**config.mk**
```make
export PLATFORM = sky130hd
export DESIGN_NAME = cacheline_adaptor
export DESIGN_NICKNAME = d
export VERILOG_FILES = /design/src/rtl/cacheline_adaptor.sv
export SDC_FILE = /design/constraint.sdc
export NUM_CORES = 1
export LEC_CHECK = 0
export BUFFER_PORTS_ARGS = -buffer_cell sky130_fd_sc_hd__buf_2
export CAP_MARGIN = 40
export CORE_AREA = 5 5 273 275
export DETAILED_ROUTE_END_ITERATION = 10
export DIE_AREA = 0 0 278 280
export SYNTH_ARGS = -nofsm -noshare
export SYNTH_HDL_FRONTEND = slang
export SYNTH_SLANG_ARGS = --single-unit
```
**constraint.sdc**
```tcl
create_clock -name clk -period 19.7 [get_ports clk]
set_input_delay 3.94 -clock clk [delete_from_list [all_inputs] [get_ports clk]]
set_output_delay 3.94 -clock clk [all_outputs]
set_load 0.01 [all_outputs]
```
**src/rtl/cacheline_adaptor.sv**
```systemverilog
// -----------------------------------------------------------------------------
// cacheline_adaptor
//
// Bridges a cache that moves whole 256-bit lines to a memory that moves
// 64-bit beats. A line read is assembled from four beats, and a line write is
// split into four beats. Each beat is acknowledged by the memory with resp_i.
// Memory may insert gap cycles (resp_i=0) between beats.
//
// Ports
//   clk        sole clock, rising edge
//   rst        asynchronous, active-high reset
//   address_i  line address from the cache
//   read_i     line-read request (level, held until resp_o)
//   write_i    line-write request (level, held until resp_o); wins over read_i
//   line_i     line to write, from the cache
//   line_o     assembled read line to the cache (held between reads)
//   resp_o     one-cycle completion pulse to the cache
//   address_o  burst address to memory (0 while idle)
//   read_o     burst-read request to memory
//   write_o    burst-write request to memory
//   burst_o    write beat data to memory (0 outside a write)
//   burst_i    read beat data from memory, valid when resp_i=1
//   resp_i     per-beat acknowledge from memory
//
// Configuration macro
//   ADAPTOR_ADDR_ALIGN_EN  when defined, address_o[4:0] is forced to zero so
//                          the memory always sees a 32-byte aligned line
//                          address; when undefined the latched address is
//                          passed through unmodified.
// -----------------------------------------------------------------------------
module cacheline_adaptor (
    input  logic         clk,
    input  logic         rst,
    input  logic [31:0]  address_i,
    input  logic         read_i,
    input  logic         write_i,
    input  logic [255:0] line_i,
    output logic [255:0] line_o,
    output logic         resp_o,
    output logic [31:0]  address_o,
    output logic         read_o,
    output logic         write_o,
    output logic [63:0]  burst_o,
    input  logic [63:0]  burst_i,
    input  logic         resp_i
);

    typedef enum logic [1:0] {
        ST_IDLE  = 2'd0,
        ST_READ  = 2'd1,
        ST_WRITE = 2'd2,
        ST_DONE  = 2'd3
    } state_t;

    state_t        r_state;
    state_t        w_state_next;
    logic [1:0]    r_cnt;
    logic [1:0]    w_cnt_next;
    logic [31:0]   r_addr;
    logic [31:0]   w_addr_next;
    logic [255:0]  r_line;
    logic [255:0]  w_line_next;

    // Output flags are registered from the next state so that read_o,
    // write_o and resp_o come straight from flops.
    logic          r_read;
    logic          r_write;
    logic          r_resp;

    logic          w_capture;
    logic [31:0]   w_addr_out;
    logic [63:0]   w_wslice [4];

    // -------------------------------------------------------------------------
    // Next-state logic
    // -------------------------------------------------------------------------
    always_comb begin
        w_state_next = r_state;
        w_cnt_next   = r_cnt;
        w_addr_next  = r_addr;
        w_line_next  = r_line;

        unique case (r_state)
            ST_IDLE: begin
                // Write is checked first so it wins a simultaneous read.
                if (write_i) begin
                    w_addr_next  = address_i;
                    w_line_next  = line_i;
                    w_cnt_next   = 2'd0;
                    w_state_next = ST_WRITE;
                end else if (read_i) begin
                    w_addr_next  = address_i;
                    w_cnt_next   = 2'd0;
                    w_state_next = ST_READ;
                end
            end
            ST_READ, ST_WRITE: begin
                if (resp_i) begin
                    // The 2-bit counter wraps 3 -> 0 on the final beat.
                    w_cnt_next = r_cnt + 2'd1;
                    if (r_cnt == 2'd3) begin
                        w_state_next = ST_DONE;
                    end
                end
            end
            ST_DONE: begin
                w_state_next = ST_IDLE;
            end
            default: begin
                w_state_next = ST_IDLE;
            end
        endcase
    end

    // -------------------------------------------------------------------------
    // State and latched-request registers
    // -------------------------------------------------------------------------
    always_ff @(posedge clk or posedge rst) begin
        if (rst) begin
            r_state <= ST_IDLE;
            r_cnt   <= 2'd0;
            r_addr  <= '0;
            r_line  <= '0;
            r_read  <= 1'b0;
            r_write <= 1'b0;
            r_resp  <= 1'b0;
        end else begin
            r_state <= w_state_next;
            r_cnt   <= w_cnt_next;
            r_addr  <= w_addr_next;
            r_line  <= w_line_next;
            r_read  <= (w_state_next == ST_READ);
            r_write <= (w_state_next == ST_WRITE);
            r_resp  <= (w_state_next == ST_DONE);
        end
    end

    // -------------------------------------------------------------------------
    // Read-line assembly and write-line slicing, one 64-bit lane per beat
    // -------------------------------------------------------------------------
    assign w_capture = (r_state == ST_READ) && resp_i;

    for (genvar gi = 0; gi < 4; gi++) begin : g_lane
        logic [63:0] r_beat;

        // Lane gi captures only on the beat whose index matches the counter;
        // gap cycles and writes leave it untouched, so line_o holds between
        // reads.
        always_ff @(posedge clk or posedge rst) begin
            if (rst) begin
                r_beat <= '0;
            end else if (w_capture && (r_cnt == 2'(gi))) begin
                r_beat <= burst_i;
            end
        end

        assign line_o[64*gi +: 64] = r_beat;
        assign w_wslice[gi]        = r_line[64*gi +: 64];
    end

    // -------------------------------------------------------------------------
    // Memory-side outputs
    // -------------------------------------------------------------------------
`ifdef ADAPTOR_ADDR_ALIGN_EN
    assign w_addr_out = {r_addr[31:5], 5'b0_0000};
`else
    assign w_addr_out = r_addr;
`endif

    assign read_o    = r_read;
    assign write_o   = r_write;
    assign resp_o    = r_resp;
    assign address_o = (r_read || r_write) ? w_addr_out : 32'd0;
    assign burst_o   = r_write ? w_wslice[r_cnt] : 64'd0;

endmodule

```
### After elaboration in Yosys (flattened, before gate mapping)

Index checks and enable logic that the tools add are counted.

* input bits: 357
* output and inout bits: 355
* register bits: 551

* bitwise operators: 1
* equality and inequality tests: 11
* reductions and logical operators: 14
* multiplexer cells: 16
* magnitude comparators: 1
* $add $sub $neg: 1

Operator list (number)
* 2-to-1 mux 64 bit: 3
* binary-select mux 64 bit (select 2 bit): 1
* 2-to-1 mux 32 bit: 3
* 2-to-1 mux 2 bit: 7
* == test 2 bit, second input constant: 6
* == test 2 x 1 -> 1 bit, second input constant: 3
* one-hot mux 2 bit (3 select lines): 1
* logical AND 1 bit: 5
* logical NOT 2 bit: 2
* one-hot mux 2 bit (2 select lines): 1
* AND reduction 2 bit: 2
* nonzero test 2 bit: 2
* greater-or-equal comparator 3 bit, second input constant: 1
* != test 3 bit, second input constant: 1
* inverter 2 -> 3 bit: 1
* AND reduction 3 bit: 1
* adder 2 x 1 -> 2 bit, second input constant: 1
* != test 2 bit, second input constant: 1
* OR reduction 2 bit: 1
* logical OR 1 bit: 1

### Longest topological paths before layout

Gate-level depths: netlist of the first run.

* depth in word-level cells: 5
* gate-level depth with buffers: 7
* depth with buffers taken out: 5

### Least setup slack after synthesis of the first run

Ideal clock, no wire load.

* path type: reg2out
* start point: reg r_cnt[0]
* end point: out burst_o[10]
* arrival: 1.409 ns
* setup slack: 14.351 ns
* buffers on the path: 2
* stages on the path, launching flop included: 5
* cells stage by stage: dfrtp_1 buf_6 buf_6 mux4_2 and2_1

* word-level cells in the longest chain between the ends: 5

RTL lines
* start: declaration: RTL line 57 `logic [1:0] r_cnt;`
* start signal: assignment: RTL line 129 `r_cnt <= w_cnt_next;`
* inverter 2 -> 3 bit (not written as such): RTL line 174 `assign burst_o = r_write ? w_wslice[r_cnt] : 64'd0;`
* binary-select mux 64 bit (select 2 bit): RTL line 174
* 2-to-1 mux 64 bit (not written as such) (2 in series): RTL line 174
* 2-to-1 mux 64 bit: RTL line 174
* end: declaration: RTL line 43 `output logic [63:0] burst_o,`

Every way passes these cells. The select of a mux whose other input is x is not followed.

### Worst setup path in the final report of the first run

* start point: reg r_cnt[0]
* end point: out burst_o[55]

Same word-level chain as after synthesis.

==> metrics.cfg, run 1 <==
[global_routing]
grt_pass1_vias = 16300
grt_overflow = 0
grt_use_total_pct = 16.4
antenna_found_initial = 26
grt_pass1_wl_um = 100000
grt_max_degree = 169

[detailed_routing]
wl_per_cell_um = 21.3
viasPerCell = 4.69
drc_errors = 0
dr.pass1.iters = 4
vias = 14600
drt-total-wl_um = 66300
drtAntennaViolNets = 0
drt-initial-drc-count = 595

[placed_design]
hpwlAfterDp_um = 48800
postPlaceCellArea_um2 = 27400
portBuffers = 711
dp.cells = 2988
gp_congestion = 0.885
place_ws_ns = 12.65

[logic_synthesis]
netlist_area_um2 = 22900
ys.flop_type = dfrtp_1
synth_top_family_by_area = multiplexers
ys_ff_latch = 551
synth_area_leader_cell = dfrtp_1
yosysSeqAreaShare_pct = 60.1
ys_top_cells_by_count = dfrtp_1 (551), mux2_2 (544), and2_1 (64), mux4_2 (64), buf_6 (50)
synth_edf_count = 0
synth_adder_area_share_pct = 0.327
syn_avg_cell_area_um2 = 16.7
yosysMostFrequentCell = dfrtp_1
syn_nets = 1736
synth-compound-area-share_pct = 0.202
muxShareOfSynthArea_pct = 33.1
yosys.area.top_type_share_pct = 60.1
synth.area.top_cells = dfrtp_1 (60%), mux2_2 (27%), mux4_2 (6.3%)
yosys.area_share.simple_pct = 3.02
synth_xor_area_share_pct = 0
ys_warn_count = 0
syn_inst = 1373
synthArstFlopShare_pct = 100
ys_types = 23

[final_layout]
nets = 2454
seqCellArea_um2 = 13800
final_area_um2 = 29500
instances_no_fill = 3111
syn_to_final_growth_pct = 28.8
drive_gt1_share_pct = 68.0
multi_input_area_um2 = 8460
num-fill-cells = 6800

[sta]
finalMaxSlewViolations = 0
worst_slack_ns = 12.69
hold_violations = 0
setup_tns_ns = 0
skew_ns = 0.0225
period_minus_slack_ns = 7.01
max_freq_mhz = 143
tightest_slew_ns = 1.03
setup_viol_count_final = 0
slew_headroom_pct = 31.2
timing.final.crit_share_pct = 35.6
grt_setup_unrepaired = no

[worst_setup_path]
crit_path_max_fanout = 32
path_class = register to output pin
cp.required_ns = 15.76
endpoint_kind = output pin
crit_arrival_ns = 3.07
worstSetupStartpointType = register

[floorplan]
start_util_pct = 31.8
fp.dieH_um = 280
fp.coreArea_um2 = 72100
fp.dieW_um = 278
die_area_um2 = 77800
rows = 99
io_pins = 712

[power]
pwr-share-comb_pct = 36.4
seqPwrFrac_pct = 39.7
clock_power_share_pct = 23.8
switching_share_pct = 31.8
power.density_nw_per_um2 = 170
irDropWorstVdd_v = 0.000100
power.switching_mw = 1.59
p_leak_nw = 14.4
p_int_mw = 3.41

[clocking]
clock_path_buffers = 3
postCtsResizedCells = 0
ctsRootBufferMaster = clkbuf_16
clock_latency_ns = 0.62
clkTransAtPathRegs_ns = 0.07
ctsHoldBuffers = 0
cts_tree = done
cts_setup_buffers = 0
clkSinkCount = 551
cts_max_level = 2
cts_buffers = 60

[run_status]
status = finished, final reports clean

[job]
cap_violations = 0

[worst_hold_path]
hp-class = register to register

-- layout make-up --
cell class	instances	share of cell area, %
sequential	551	46.7
multi-input combinational	736	28.7
timing repair buffer	736	13.2
clock buffer	76	5.42
tap	959	4.06
clock inverter	34	1.67
antenna	13	0.110
inverter	6	0.102
-- worst max-delay path: stages (launching register included) --
cell,delay (ns)
dfrtp_4,0.78
buf_4,0.38
buf_16,0.30
mux4_2,0.55
and2_1,0.23
buf_2,0.16
-- kinds of logic after synthesis --
group,count (synthesis)
AO/OA/AOI/OAI,8
adder cells (fa/ha/maj),6
buffers and inverters,86
flip-flops,551
multiplexers,611
AND/OR/NAND/NOR,111
-- metal layers --
metal	vias to the layer above	track usage (%)	share of wire, %
li1	6362	-	-
met1	7493	19.3	38
met2	576	27.8	49
met3	152	6.04	8.8
met4	14	6.20	4.0
met5	-	0	0.13
-- state kept, by name (all words and copies together) (netlist names) --
register and count:
g_lane.r_beat 256, r_line 256, r_addr 32, r_cnt 2
r_state 2, read_o 1, resp_o 1, write_o 1
-- metrics by stage --
stage	utilization [%]	total power, mW	hold slack, ns
6_report	41.0	5.01	0.497
2_1_floorplan	-	3.15	0.471
5_1_grt	40.9	5.30	0.510
3_5_place_dp	38.0	3.85	0.485
3_3_place_gp	37.7	3.76	0.481
4_1_cts	40.9	5.08	0.499
-- path summary, 6_finish.rpt --
| kind | startpoint | end | slack [ns] | cells after the start |
|---|---|---|---|---|
| worst max-delay path | r_cnt[0] | burst_o[55] | 12.69 | 5 |
| worst min-delay path | r_addr[1] | r_addr[1] | 0.50 | 1 |
| worst max register to register | r_state[0] | r_line[175] | 16.38 | 6 |
| worst min register to register | r_addr[1] | r_addr[1] | 0.50 | 1 |
| max in group asynchronous | rst | r_line[171] | 13.44 | 5 |
| min in group asynchronous | rst | g_lane[1].r_beat[4] | 3.47 | 2 |
-- cell usage in the layout, fill, tap and decap left out, types with 2 or more instances in the layout --
| cell | instances |
|---|---|
| nor2_1 | 2 |
| nand2_1 | 3 |
| mux2i_1 | 3 |
| ha_1 | 6 |
| nor2b_1 | 33 |
| diode_2 | 13 |
| bufinv_16 | 11 |
| nand3_4 | 4 |
| inv_6 | 2 |
| mux4_2 | 64 |
| mux2_2 | 544 |
| clkbuf_1 | 12 |
| dfrtp_1 | 548 |
| dfrtp_4 | 2 |
| clkinvlp_4 | 2 |
| clkbuf_8 | 4 |
| buf_12 | 2 |
| buf_2 | 711 |
| inv_1 | 5 |
| clkbuf_16 | 60 |
| buf_4 | 16 |
| and2_1 | 64 |
| buf_16 | 7 |
| clkinv_4 | 2 |
| clkinv_2 | 15 |
| a21oi_1 | 4 |
-- power by group through the flow --
stage	clock network, mW	registers [mW]	logic (mW)
after floorplan	0	2.02	1.13
after global placement	0	1.96	1.80
after detailed placement	0	2.00	1.85
after CTS	1.23	1.99	1.86
after global routing	1.27	2.05	1.97
final	1.19	1.99	1.82
Power figures use the tool's default switching activity.
==> run 2, diff against run 1 <==
--- a/config.mk
+++ b/config.mk
@@ -5,6 +5,7 @@
 export SDC_FILE = /design/constraint.sdc
 export NUM_CORES = 1
 export LEC_CHECK = 0
+export ABC_AREA = 1
 export BUFFER_PORTS_ARGS = -buffer_cell sky130_fd_sc_hd__buf_2
 export CAP_MARGIN = 40
 export CORE_AREA = 5 5 273 275
==> constraint.sdc (replaced) <==
create_clock -name clk -period 7.3 [get_ports clk]
set_input_delay 1.46 -clock clk [delete_from_list [all_inputs] [get_ports clk]]
set_output_delay 1.46 -clock clk [all_outputs]
set_load 0.01 [all_outputs]
==> run 2 against run 1 <==
  * Critical path depth up 2
  * Combinational power grew to 2.8 times the previous value
  * Sequential cell count did not move
  * Critical path type unchanged
==> metrics.cfg, run 2 <==
[clocking]
postCtsResizedCells = 0  ; unchanged
ctsRootBufferMaster = clkbuf_16
cts_max_level = 2  ; unchanged
clock_latency_ns = 0.63  ; about the same
clock_path_buffers = 3  ; unchanged
ctsHoldBuffers = 0  ; unchanged
clkSinkCount = 551  ; unchanged
clkTransAtPathRegs_ns = 0.06  ; about the same
cts_tree = done
cts_buffers = 60  ; unchanged
cts_setup_buffers = 0  ; unchanged

[sta]
grt_setup_unrepaired = no
finalMaxSlewViolations = 0  ; unchanged
period_minus_slack_ns = 4.43
skew_ns = 0.0291  ; +0.00660 ns
max_freq_mhz = 226
hold_violations = 0  ; unchanged
setup_viol_count_final = 0  ; unchanged
whs_ns = 0.478  ; -0.0188 ns
slew_headroom_pct = 35.6  ; +4.4 points
tightest_slew_ns = 0.966  ; -0.0659 ns
timing.final.crit_share_pct = 60.7

[power]
power.density_nw_per_um2 = 442  ; +160%
power.switching_mw = 5.13  ; +220%
switching_share_pct = 39.1  ; +7.3 points
seqPwrFrac_pct = 37.4  ; -2.3 points
irDropWorstVdd_v = 0.000238  ; +140%
p_leak_nw = 16.3  ; +13%
p_int_mw = 7.98  ; +130%
power.total_mw = 13.1  ; +160%
pwr-share-comb_pct = 38.4  ; +2.0 points
clock_power_share_pct = 24.2  ; +0.4 points

[worst_setup_path]
crit_path_max_fanout = 85  ; +170%
path_class = register to output pin
crit_arrival_ns = 2.97  ; -0.10 ns
startpoint = r_cnt[0]
worstSetupStartpointType = register
rr_startpoint = r_cnt[0]
cp.required_ns = 5.84  ; -9.92 ns
endpoint_kind = output pin

[run_status]
status = finished, final reports clean

[detailed_routing]
drtAntennaViolNets = 0  ; unchanged
drt-initial-drc-count = 1299  ; +120%
drt-total-wl_um = 81000  ; +22%
dr.pass1.iters = 5  ; +1
drc_errors = 0  ; unchanged
wl_per_cell_um = 18.6  ; -13%
vias = 19900  ; +37%
viasPerCell = 4.58  ; -2.4%

[global_routing]
grt_overflow = 0  ; unchanged
grt_use_total_pct = 20.0  ; +3.5 points
grt_pass1_wl_um = 121000  ; +20%
grt_pass1_vias = 19300  ; +18%
antenna_found_initial = 25  ; -3.8%
grt_max_degree = 219  ; +30%

[final_layout]
mostFrequentLayoutCell = buf_2
num-fill-cells = 7478  ; +10%
instances_no_fill = 4352  ; +40%
layout_common_cells = buf_2 (711), dfrtp_1 (549), nand2_1 (532)
syn_to_final_growth_pct = 29.0
nets = 3692  ; +50%
drive_gt1_share_pct = 25.5  ; -42 points
reg.largest.list = g_lane.r_beat x256, r_line x256, r_addr x32
seqCellArea_um2 = 13800  ; about the same
multi_input_area_um2 = 7110  ; -16%

[placed_design]
dp.cells = 4226  ; +41%
portBuffers = 711  ; unchanged
gp_congestion = 0.890  ; +0.58%
hpwlAfterDp_um = 59600  ; +22%

[floorplan]
fp.dieH_um = 280  ; unchanged
die_area_um2 = 77800  ; unchanged
fp.coreArea_um2 = 72100  ; unchanged
fp.dieW_um = 278  ; unchanged
io_pins = 712  ; unchanged
start_util_pct = 31.9  ; +0.061 points
rows = 99  ; unchanged

[logic_synthesis]
ys_warn_count = 0  ; unchanged
synthArstFlopShare_pct = 100  ; unchanged
ys_types = 17  ; -26%
ys_ff_latch = 551  ; unchanged
syn_inst = 2696  ; +96%
synth_area_leader_cell = dfrtp_1
synth_edf_count = 0  ; unchanged
ys.flop_type = dfrtp_1
syn_avg_cell_area_um2 = 8.52  ; -49%
syn_nets = 3059  ; +76%
yosys.area.top_type_share_pct = 60.0  ; -0.11 points
yosysMostFrequentCell = dfrtp_1
synth.area.top_cells = dfrtp_1 (60%), nand2_1 (8.7%), a21oi_1 (7.7%)
yosysSeqAreaShare_pct = 60.0  ; -0.11 points
ys_top_cells_by_count = dfrtp_1 (551), nand2_1 (532), inv_1 (363)
netlist_area_um2 = 23000  ; +0.19%

[job]
cap_violations = 0  ; unchanged

[worst_hold_path]
hp-class = register to register
hp-start = g_lane[2].r_beat[62]

[run 2: changes by cell type after synthesis, moves of 134 or more]
| cell | delta |
|---|---|
| mux2_2 | -544 |
| nand3_1 | +134 |
| nand2_1 | +528 |
| inv_1 | +357 |
| o21ai_0 | +256 |
| nor2_1 | +322 |
| a21oi_1 | +349 |
[run 2: worst paths after layout]
kind / to / slack (ns) / cells past startpoint
setup / recovery: burst_o[4] / 2.87 / 7
hold / removal: g_lane[2].r_beat[62] / 0.48 / 2
setup reg to reg: g_lane[3].r_beat[10] / 4.47 / 7
hold reg to reg: g_lane[2].r_beat[62] / 0.48 / 2
max in group asynchronous: r_line[64] / 5.08 / 5
min in group asynchronous: g_lane[1].r_beat[36] / 0.91 / 3
[run 2: cells by family after synthesis]
kind of cell | count (synthesis) | share of synthesized area, %
simple gates | 993 | 17.0
compound gates | 611 | 13.3
flops | 551 | 60.0
buf+inv | 535 | 9.32
fa+ha+maj | 6 | 0.327
[run 2: layout make-up]
type	instances	area share [%]
multi-input cells	1610	24.0
inverters	364	4.64
clock buffers	84	6.05
well taps	959	4.05
diodes	16	0.135
clock inverters	26	1.03
flip-flops and latches	551	46.6
repair buffers	742	13.5
[run 2: power by group through the flow]
stage | Combinational [mW] | Sequential, mW | Clock [mW]
3_3_place_gp | 4.96 | 4.91 | 0
2_1_floorplan | 2.79 | 5.18 | 0
4_1_cts | 5.11 | 4.90 | 3.26
6_report | 5.03 | 4.91 | 3.17
3_5_place_dp | 5.10 | 4.95 | 0
5_1_grt | 5.63 | 5.05 | 3.40
[run 2: through the flow]
stage | setup TNS [ns] | util (%) | worst slack (ns) | area [µm²]
final | 0 | 41.1 | 2.87 | 29600
after global routing | 0 | 41.1 | 2.71 | 29600
after CTS | 0 | 41.0 | 2.85 | 29600
after detailed placement | 0 | 38.1 | 3.55 | 27500
after global placement | 0 | 37.8 | 3.27 | 27300
after floorplan | -913.47 | - | -1.66 | 23000
[run 2: layer usage]
layer  vias up  wire length (µm)  global-route usage (%)
li1       9698                 -                       -
met1      9453             35600                    27.4
met2       646             38000                    32.0
met3       132              4950                    4.31
met4         8              2430                    6.30
met5         -                48                       0
[run 2: worst max-delay path, stage by stage (launching register included)]
cell     delay, ns
dfrtp_4       0.77
inv_4         0.28
buf_4         0.29
buf_16        0.23
nand2_1       0.15
nand3_1       0.07
a21oi_1       0.26
buf_2         0.19
